===== config.mk =====
export PLATFORM = sky130hd
export DESIGN_NAME = pong_match_ctrl_flat
export DESIGN_NICKNAME = d
export VERILOG_FILES = /design/src/rtl/pong_match_ctrl_if.sv /design/src/rtl/pong_match_ctrl.sv /design/src/flat_wrapper.sv
export SDC_FILE = /design/constraint.sdc
export NUM_CORES = 1
export LEC_CHECK = 0
export CAP_MARGIN = 20
export CORE_ASPECT_RATIO = 0.8
export CORE_UTILIZATION = 55
export CTS_BUF_LIST = sky130_fd_sc_hd__clkbuf_2 sky130_fd_sc_hd__clkbuf_4 sky130_fd_sc_hd__clkbuf_8
export DETAILED_ROUTE_END_ITERATION = 6
export GPL_TIMING_DRIVEN = 0
export PLACE_DENSITY_LB_ADDON = 0.12
export SYNTH_ARGS = -nofsm -noshare
export SYNTH_HDL_FRONTEND = slang
export SYNTH_SLANG_ARGS = --single-unit

===== constraint.sdc =====
create_clock -name clk -period 2.7 [get_ports clk]
set_input_delay 0.81 -clock clk [delete_from_list [all_inputs] [get_ports clk]]
set_output_delay 0.81 -clock clk [all_outputs]
set_load 0.01 [all_outputs]

===== src/rtl/pong_match_ctrl_if.sv =====
// pong_match_ctrl_if: control inputs and match status outputs of the pong match sequencer
interface pong_match_ctrl_if;
  logic       enable;
  logic       start;
  logic       frame_tick;
  logic       p1s;
  logic       p2s;
  logic       ball_run;
  logic       ball_rst;
  logic [3:0] p1_score;
  logic [3:0] p2_score;
  logic [1:0] winner;
  logic [2:0] state_o;
  modport master (
    output enable, start, frame_tick, p1s, p2s,
    input  ball_run, ball_rst, p1_score, p2_score, winner, state_o
  );
  modport slave (
    input  enable, start, frame_tick, p1s, p2s,
    output ball_run, ball_rst, p1_score, p2_score, winner, state_o
  );
endinterface


===== src/rtl/pong_match_ctrl.sv =====
// pong_match_ctrl: match sequencer gating the ball, counting goals and detecting game over
module pong_match_ctrl #(
  parameter int WIN_SCORE    = 9,
  parameter int SERVE_FRAMES = 60,
  parameter int POINT_FRAMES = 90,
  parameter int CNT_W        = 7
) (
  input logic             clk,
  input logic             reset,
  pong_match_ctrl_if.slave pm
);
  typedef enum logic [2:0] {
    IDLE  = 3'd0,
    SERVE = 3'd1,
    PLAY  = 3'd2,
    POINT = 3'd3,
    OVER  = 3'd4
  } state_t;
  localparam logic [3:0]       WIN        = 4'(WIN_SCORE);
  localparam logic [CNT_W-1:0] SERVE_LAST = CNT_W'(SERVE_FRAMES - 1);
  localparam logic [CNT_W-1:0] POINT_LAST = CNT_W'(POINT_FRAMES - 1);
  state_t           state, state_n;
  logic [CNT_W-1:0] cnt, cnt_n;
  logic [3:0]       p1_score, p2_score, p1_n, p2_n;
  logic [1:0]       winner, winner_n;
  logic             ball_run, ball_rst;
  logic             start_q, p1s_q, p2s_q;
  logic             start_e, p1_e, p2_e, en;
  assign start_e = pm.start & ~start_q;
  assign p1_e    = pm.p1s & ~p1s_q;
  assign p2_e    = pm.p2s & ~p2s_q;
  assign en      = pm.enable;
  assign pm.ball_run = ball_run;
  assign pm.ball_rst = ball_rst;
  assign pm.p1_score = p1_score;
  assign pm.p2_score = p2_score;
  assign pm.winner   = winner;
  assign pm.state_o  = state;
  // next-state, frame counter and score update; everything holds while enable is low
  always_comb begin
    state_n  = state;
    cnt_n    = cnt;
    p1_n     = p1_score;
    p2_n     = p2_score;
    winner_n = winner;
    case (state)
      IDLE: if (en && start_e) begin
        state_n = SERVE;
        cnt_n   = '0;
      end
      SERVE: if (en && pm.frame_tick) begin
        state_n = (cnt == SERVE_LAST) ? PLAY : SERVE;
        cnt_n   = (cnt == SERVE_LAST) ? '0 : cnt + 1'b1;
      end
      PLAY: if (en && (p1_e || p2_e)) begin
        state_n = POINT;
        cnt_n   = '0;
        p1_n    = (p1_e && !p2_e && p1_score != WIN) ? p1_score + 4'd1 : p1_score;
        p2_n    = (p2_e && !p1_e && p2_score != WIN) ? p2_score + 4'd1 : p2_score;
      end
      POINT: if (en && pm.frame_tick) begin
        cnt_n = (cnt == POINT_LAST) ? '0 : cnt + 1'b1;
        if (cnt == POINT_LAST) begin
          state_n  = (p1_score == WIN || p2_score == WIN) ? OVER : SERVE;
          winner_n = (p1_score == WIN) ? 2'b01 : (p2_score == WIN) ? 2'b10 : 2'b00;
        end
      end
      OVER: if (en && start_e) begin
        state_n  = IDLE;
        cnt_n    = '0;
        p1_n     = '0;
        p2_n     = '0;
        winner_n = '0;
      end
      default: begin
        state_n = IDLE;
        cnt_n   = '0;
      end
    endcase
  end
  // state registers, with ball controls decoded from the next state so they align with state_o
  always_ff @(posedge clk) begin
    start_q <= pm.start;
    p1s_q   <= pm.p1s;
    p2s_q   <= pm.p2s;
    if (reset) begin
      state    <= IDLE;
      cnt      <= '0;
      p1_score <= '0;
      p2_score <= '0;
      winner   <= '0;
      ball_run <= 1'b0;
      ball_rst <= 1'b1;
    end else begin
      state    <= state_n;
      cnt      <= cnt_n;
      p1_score <= p1_n;
      p2_score <= p2_n;
      winner   <= winner_n;
      ball_run <= en & (state_n == PLAY);
      ball_rst <= state_n != PLAY;
    end
  end
endmodule


===== src/flat_wrapper.sv =====
// flat-port wrapper written by rule: the top's interface ports become plain ports
module pong_match_ctrl_flat 
#(
  parameter int WIN_SCORE    = 9,
  parameter int SERVE_FRAMES = 60,
  parameter int POINT_FRAMES = 90,
  parameter int CNT_W        = 7
)
  (clk, reset, pm_enable, pm_start, pm_frame_tick, pm_p1s, pm_p2s, pm_ball_run, pm_ball_rst, pm_p1_score, pm_p2_score, pm_winner, pm_state_o);
  pong_match_ctrl_if pm_i ();
  input logic clk;
  input logic reset;
  input wire logic [$bits(pm_i.enable)-1:0] pm_enable;
  input wire logic [$bits(pm_i.start)-1:0] pm_start;
  input wire logic [$bits(pm_i.frame_tick)-1:0] pm_frame_tick;
  input wire logic [$bits(pm_i.p1s)-1:0] pm_p1s;
  input wire logic [$bits(pm_i.p2s)-1:0] pm_p2s;
  output wire logic [$bits(pm_i.ball_run)-1:0] pm_ball_run;
  output wire logic [$bits(pm_i.ball_rst)-1:0] pm_ball_rst;
  output wire logic [$bits(pm_i.p1_score)-1:0] pm_p1_score;
  output wire logic [$bits(pm_i.p2_score)-1:0] pm_p2_score;
  output wire logic [$bits(pm_i.winner)-1:0] pm_winner;
  output wire logic [$bits(pm_i.state_o)-1:0] pm_state_o;
  assign pm_i.enable = pm_enable;
  assign pm_i.start = pm_start;
  assign pm_i.frame_tick = pm_frame_tick;
  assign pm_i.p1s = pm_p1s;
  assign pm_i.p2s = pm_p2s;
  assign pm_ball_run = pm_i.ball_run;
  assign pm_ball_rst = pm_i.ball_rst;
  assign pm_p1_score = pm_i.p1_score;
  assign pm_p2_score = pm_i.p2_score;
  assign pm_winner = pm_i.winner;
  assign pm_state_o = pm_i.state_o;
  pong_match_ctrl #(.WIN_SCORE(WIN_SCORE), .SERVE_FRAMES(SERVE_FRAMES), .POINT_FRAMES(POINT_FRAMES), .CNT_W(CNT_W)) u_core (.clk(clk), .reset(reset), .pm(pm_i));
endmodule

Word-level counts from Yosys, hierarchy flattened. Cells that the tools add are included.

Output and inout bits: 15. Input port bits: 7. Word-level logic and storage cells: 88. Flip-flop bits (word level): 25.

Bitwise operators: 7. Muxes and demuxes: 29. $add $sub $neg: 3. Equal/unequal tests: 20. Reductions and logical operators: 19.

Operator list (number): $mux W7 (6); $pmux W7 S4 (1); $mux W3 (7); $mux W4 (5); $ne A2 B1 Y1 const B (8); $pmux W4 S2 (2); $reduce_and A4 Y1 (4); $pmux W3 S5 (1); $mux W2 (6); $eq A3 B2 Y1 const B (3); $add A4 B1 Y4 const B (2); $eq A4 B4 Y1 const B (2); $ne A4 B4 Y1 const B (2); $add A7 B1 Y7 const B (1); $eq A7 B6 Y1 const B (1); $eq A7 B7 Y1 const B (1); $logic_and A1 B1 Y1 (7); $and A1 B1 Y1 (4); $pmux W2 S2 (1); $reduce_bool A2 Y1 (2); $eq A3 B1 Y1 const B (1); $eq A3 B3 Y1 const B (1); $logic_not A3 Y1 (1); $ne A3 B2 Y1 const B (1); other kinds (4) (8).

Depth between registers and ports, before layout.
Depth after elaboration: 8. Depth in mapped cells: 7. Mapped depth without buffers: 7.

Worst setup path after synthesis. No wires, ideal clock.

Kind: input -> register. Start point: input port pm_p2s. End point: register u_core.cnt[4]. Arrival: 1.752 ns. Library setup time: 0.129 ns. Data required time: 2.571 ns. Stages: 6. Slack: 0.819 ns. Buffers on the path: 1. Path through: nor2b_1 > o21ai_0 > a222oi_1 > or2_0 > buf_2 > a31oi_1.

Cells in the longest elaborated chain, start to end: 5.

Ends and longest elaborated chain: start: declaration (RTL line flat_wrapper.sv:17) `input wire logic [$bits(pm_i.p2s)-1:0] pm_p2s;`; $and A1 B1 Y1 (RTL line pong_match_ctrl.sv:31) `assign p2_e = pm.p2s & ~p2s_q;`; $logic_or A1 B1 Y1 (RTL line pong_match_ctrl.sv:55) `PLAY: if (en && (p1_e || p2_e)) begin`; $logic_and A1 B1 Y1 (RTL line pong_match_ctrl.sv:55); $ne A2 B1 Y1 (no line); $reduce_and A4 Y1 (no line); end signal: assignment (RTL line pong_match_ctrl.sv:96) `cnt <= cnt_n;`; end: declaration (RTL line pong_match_ctrl.sv:23) `logic [CNT_W-1:0] cnt, cnt_n;`.

No other way between the ends. A chain may end at the register's enable or synchronous reset.

Final worst setup path.
Start point: input port pm_p2s. End point: register u_core.cnt[1].

The elaborated chain is that of the path after synthesis.

==> impl_metrics.py <==
metrics = {
    "layout": {
        "syn_to_final_growth_pct": 20.36,
        "nNetsFinal": 188,
        "drive_above_1_share": 0.08046,
        "n_antenna_cell": 0,
        "layout_commonest_cell": "dfxtp_1",
        "final_core_util": 0.7181,
        "final_cell_mix": "dfxtp_1 (25), clkdlybuf4s50_1 (21), nor2_1 (15)",
    },
    "die": {
        "die_h_um": 45.84,
        "dieArea_um2": 2604,
        "die_w_um": 56.80,
        "rows": 15,
        "io_pins": 22,
        "fp.coreArea_um2": 2215,
        "initial_core_util": 0.5966,
    },
    "routing": {
        "drtAntennaViolNets": 0,
        "wl_um": 2718,
        "drt_iter0_drc": 57,
        "vias_per_cell": 5.839,
        "drcViolationCount": 10,
        "wl_per_cell_um": 13.66,
        "vias": 1162,
        "drtPass1Iterations": 6,
    },
    "global_routing": {
        "overflow": 0,
        "antenna_found_initial": 0,
        "grt_pass1_wl_um": 4450,
        "grtUsageTotal": 0.2237,
        "grt_start_max_net_pins": 15,
        "grt_pass1_vias": 989,
    },
    "sta": {
        "post-route-min-period_ns": 2.340,
        "hold_viol_final": 0,
        "rsz0062_at_grt": "no",
        "drv_slew": 0,
        "min_period_over_period": 0.8666,
        "fmaxAchievable_mhz": 427.4,
        "slew_headroom": 0.6807,
        "worst_clock_skew_ns": 0.008130,
        "setup_viol_count_final": 0,
        "setup_tns_ns": 0,
        "worst_pin_slew_ns": 0.4789,
    },
    "setup_path": {
        "cpMaxStageDelayCell": "clkdlybuf4s50_1",
        "reg2reg_setup_slack_ns": 0.87,
        "cp_max_fo": 6,
        "arrival_ns": 2.54,
        "critPathBufInv": 2,
        "crit_type": "in -> reg",
        "cp-startpoint": "pm_p2s",
        "endpoint": "u_core.cnt[1]",
        "r2r_end": "u_core.cnt[1]",
        "cp-end-kind": "register",
        "max_stage_delay_ns": 0.46,
        "path_common_cell": "o21ai_0",
        "r2r_cells": 6,
        "required_ns": 2.90,
        "path_cells": "clkdlybuf4s50_1, nor2b_1, o21ai_0, a222oi_1, or2_0, buf_2, o21ai_0",
        "crit_family": "compound AO/OA/AOI/OAI gates",
        "cp.depth": 7,
        "start_kind": "input port",
        "reg2reg_from": "u_core.pm.state_o[1]",
    },
    "power_and_ir_drop": {
        "pwr-share-comb": 0.095,
        "p_leak_uw": 0.0006036,
        "p_sw_frac": 0.2408,
        "peakVddDrop_mv": 0.3484,
        "power_density_nw_per_um2": 377.8,
        "pwr-share-clk": 0.275,
        "power.share.sequential": 0.629,
        "p_sw_uw": 144.7,
        "cell_internal_pwr_uw": 456.1,
    },
    "placed_design": {
        "globalplace.congestion": 0.8746,
        "numPortBuffers": 21,
        "dpl.hpwl_um": 2125,
    },
    "logic_synthesis": {
        "synthArstFlopShare": 0,
        "synth_area_per_cell_um2": 8.868,
        "synth_edf_count": 0,
        "syn-num-nets": 162,
        "synth_xor_area_frac": 0.02652,
        "yosys_warnings": 0,
        "synth-main-ff-cell": "dfxtp_1",
        "yosysSeqAreaShare": 0.3788,
        "synth-adder-area-share": 0.05682,
        "yosysTopAreaCell": "dfxtp_1",
        "synth_compound_area_frac": 0.1600,
        "syn_area_um2": 1321,
        "netlist_instances": 149,
        "synthSimpleGateAreaFrac": 0.3277,
        "ys_seq_elements": 25,
        "synth_top_family_by_area": "simple AND/OR/NAND/NOR gates",
        "synth_area_leaders": "dfxtp_1 (38%), ha_1 (5.7%), nor2_1 (4.3%), a21oi_1 (4.2%), nand3b_1 (3.4%)",
        "synthMuxAreaShare": 0.01515,
        "synthDistinctLibCells": 44,
        "synth_top_area_frac": 0.3788,
    },
    "hold_path": {
        "hp-start": "u_core.pm.winner[1]",
        "hp-class": "reg -> reg",
    },
    "status": {
        "outcome": "finished with violations",
        "violations": "DRC",
    },
    "clocking": {
        "cts_tree": "done",
        "ctsLongestPathBuffers": 2,
        "clk_pin_slew_ns": 0.13,
        "clockRootBuffer": "clkbuf_4",
        "cts-buffers-inserted": 3,
        "cts_resized": 0,
        "clk_latency_ns": 0.32,
        "post_cts_buffers": 0,
        "cts_max_level": 1,
        "holdBufCountCts": 0,
        "cts.sinks": 25,
    },
    "run": {
        "drv_cap": 0,
    },
}
[cells in the mapped netlist (3+ instances only)]
cell and n:
a21oi_1 11, nand4_1 3, nor2_1 15, nand3b_1 6, a211oi_1 4, nand2_1 7, nand2b_1 5, a31oi_1 5
nor3_1 4, nand3_1 6, dfxtp_1 25, nor2b_1 3, ha_1 6, xnor2_1 4, inv_1 8, o21ai_0 5
[state kept, by name (all words and copies together), names as in the netlist]
name	cells
u_core.cnt	7
u_core.pm.p1_score	4
u_core.pm.p2_score	4
u_core.pm.state_o	3
u_core.pm.winner	2
u_core.p1s_q	1
u_core.p2s_q	1
u_core.pm.ball_rst	1
u_core.pm.ball_run	1
u_core.start_q	1
[worst reg2reg max path, cell delays in order, from the launching register on]
cell and delay, ns:
dfxtp_1 0.49, nand2b_1 0.11, nor2_1 0.32, a222oi_1 0.21
or2_0 0.22, buf_2 0.16, o21ai_0 0.24
[logic make-up after synthesis]
family                   Yosys count
AO/OA/AOI/OAI                     32
adder cells (fa/ha/maj)            6
buffers and inverters             11
flip-flops                        25
AND/OR/NAND/NOR                   69
multiplexers                       2
XOR/XNOR                           4
[worst min path at each step]
stage / end / depth (start not counted)
floorplan: u_core.cnt[3] / 1
global placement: u_core.pm.winner[1] / 2
detailed placement: u_core.pm.winner[1] / 2
CTS: u_core.pm.winner[1] / 2
global route: u_core.pm.winner[1] / 2
finish: u_core.pm.winner[1] / 2
[routing by layer]
| metal | up-vias | wire [µm] | GRT usage |
|---|---|---|---|
| met2 | 38 | 1167 | 0.3452 |
| met5 | - | 0 | 0 |
| met1 | 537 | 1382 | 0.3212 |
| met3 | 2 | 158 | 0.05966 |
| li1 | 585 | - | - |
| met4 | 0 | 10 | 0.03415 |
[power groups by stage]
stage                     clock [µW]  combinational [µW]  sequential (µW)
after floorplan                    0                33.2              386
after global placement             0                55.1              386
after detailed placement           0                56.7              386
after CTS                        173                57.0              378
after global routing             187                62.9              379
final                            165                57.3              378
[through the flow]
| stage | instances | setup WS, ns | power (µW) | hold WS [ns] | cell area (µm²) |
|---|---|---|---|---|---|
| 6_report | 199 | 0.3603 | 600.8 | 0.4821 | 1590 |
| 5_1_grt | 199 | 0.2394 | 629.1 | 0.4980 | 1590 |
| 4_1_cts | 199 | 0.3726 | 608.4 | 0.4854 | 1590 |
| 3_5_place_dp | 195 | 0.02038 | 442.9 | 0.4670 | 1563 |
| 3_3_place_gp | 195 | 0.08529 | 441.0 | 0.4527 | 1563 |
| 2_1_floorplan | 149 | 0.8190 | 419.0 | 0.4807 | 1321 |
[area by class of cell]
class / instances / area [µm²]
sequential: 25 / 500.5
multi-input combinational: 113 / 774.5
timing repair buffer: 21 / 210.2
tap: 25 / 31.28
inverter: 8 / 30.03
buffer: 3 / 16.27
clock buffer: 3 / 22.52
fill: 172 / 624.3
clock inverter: 1 / 5.005
(Power assumes the default switching activity.)
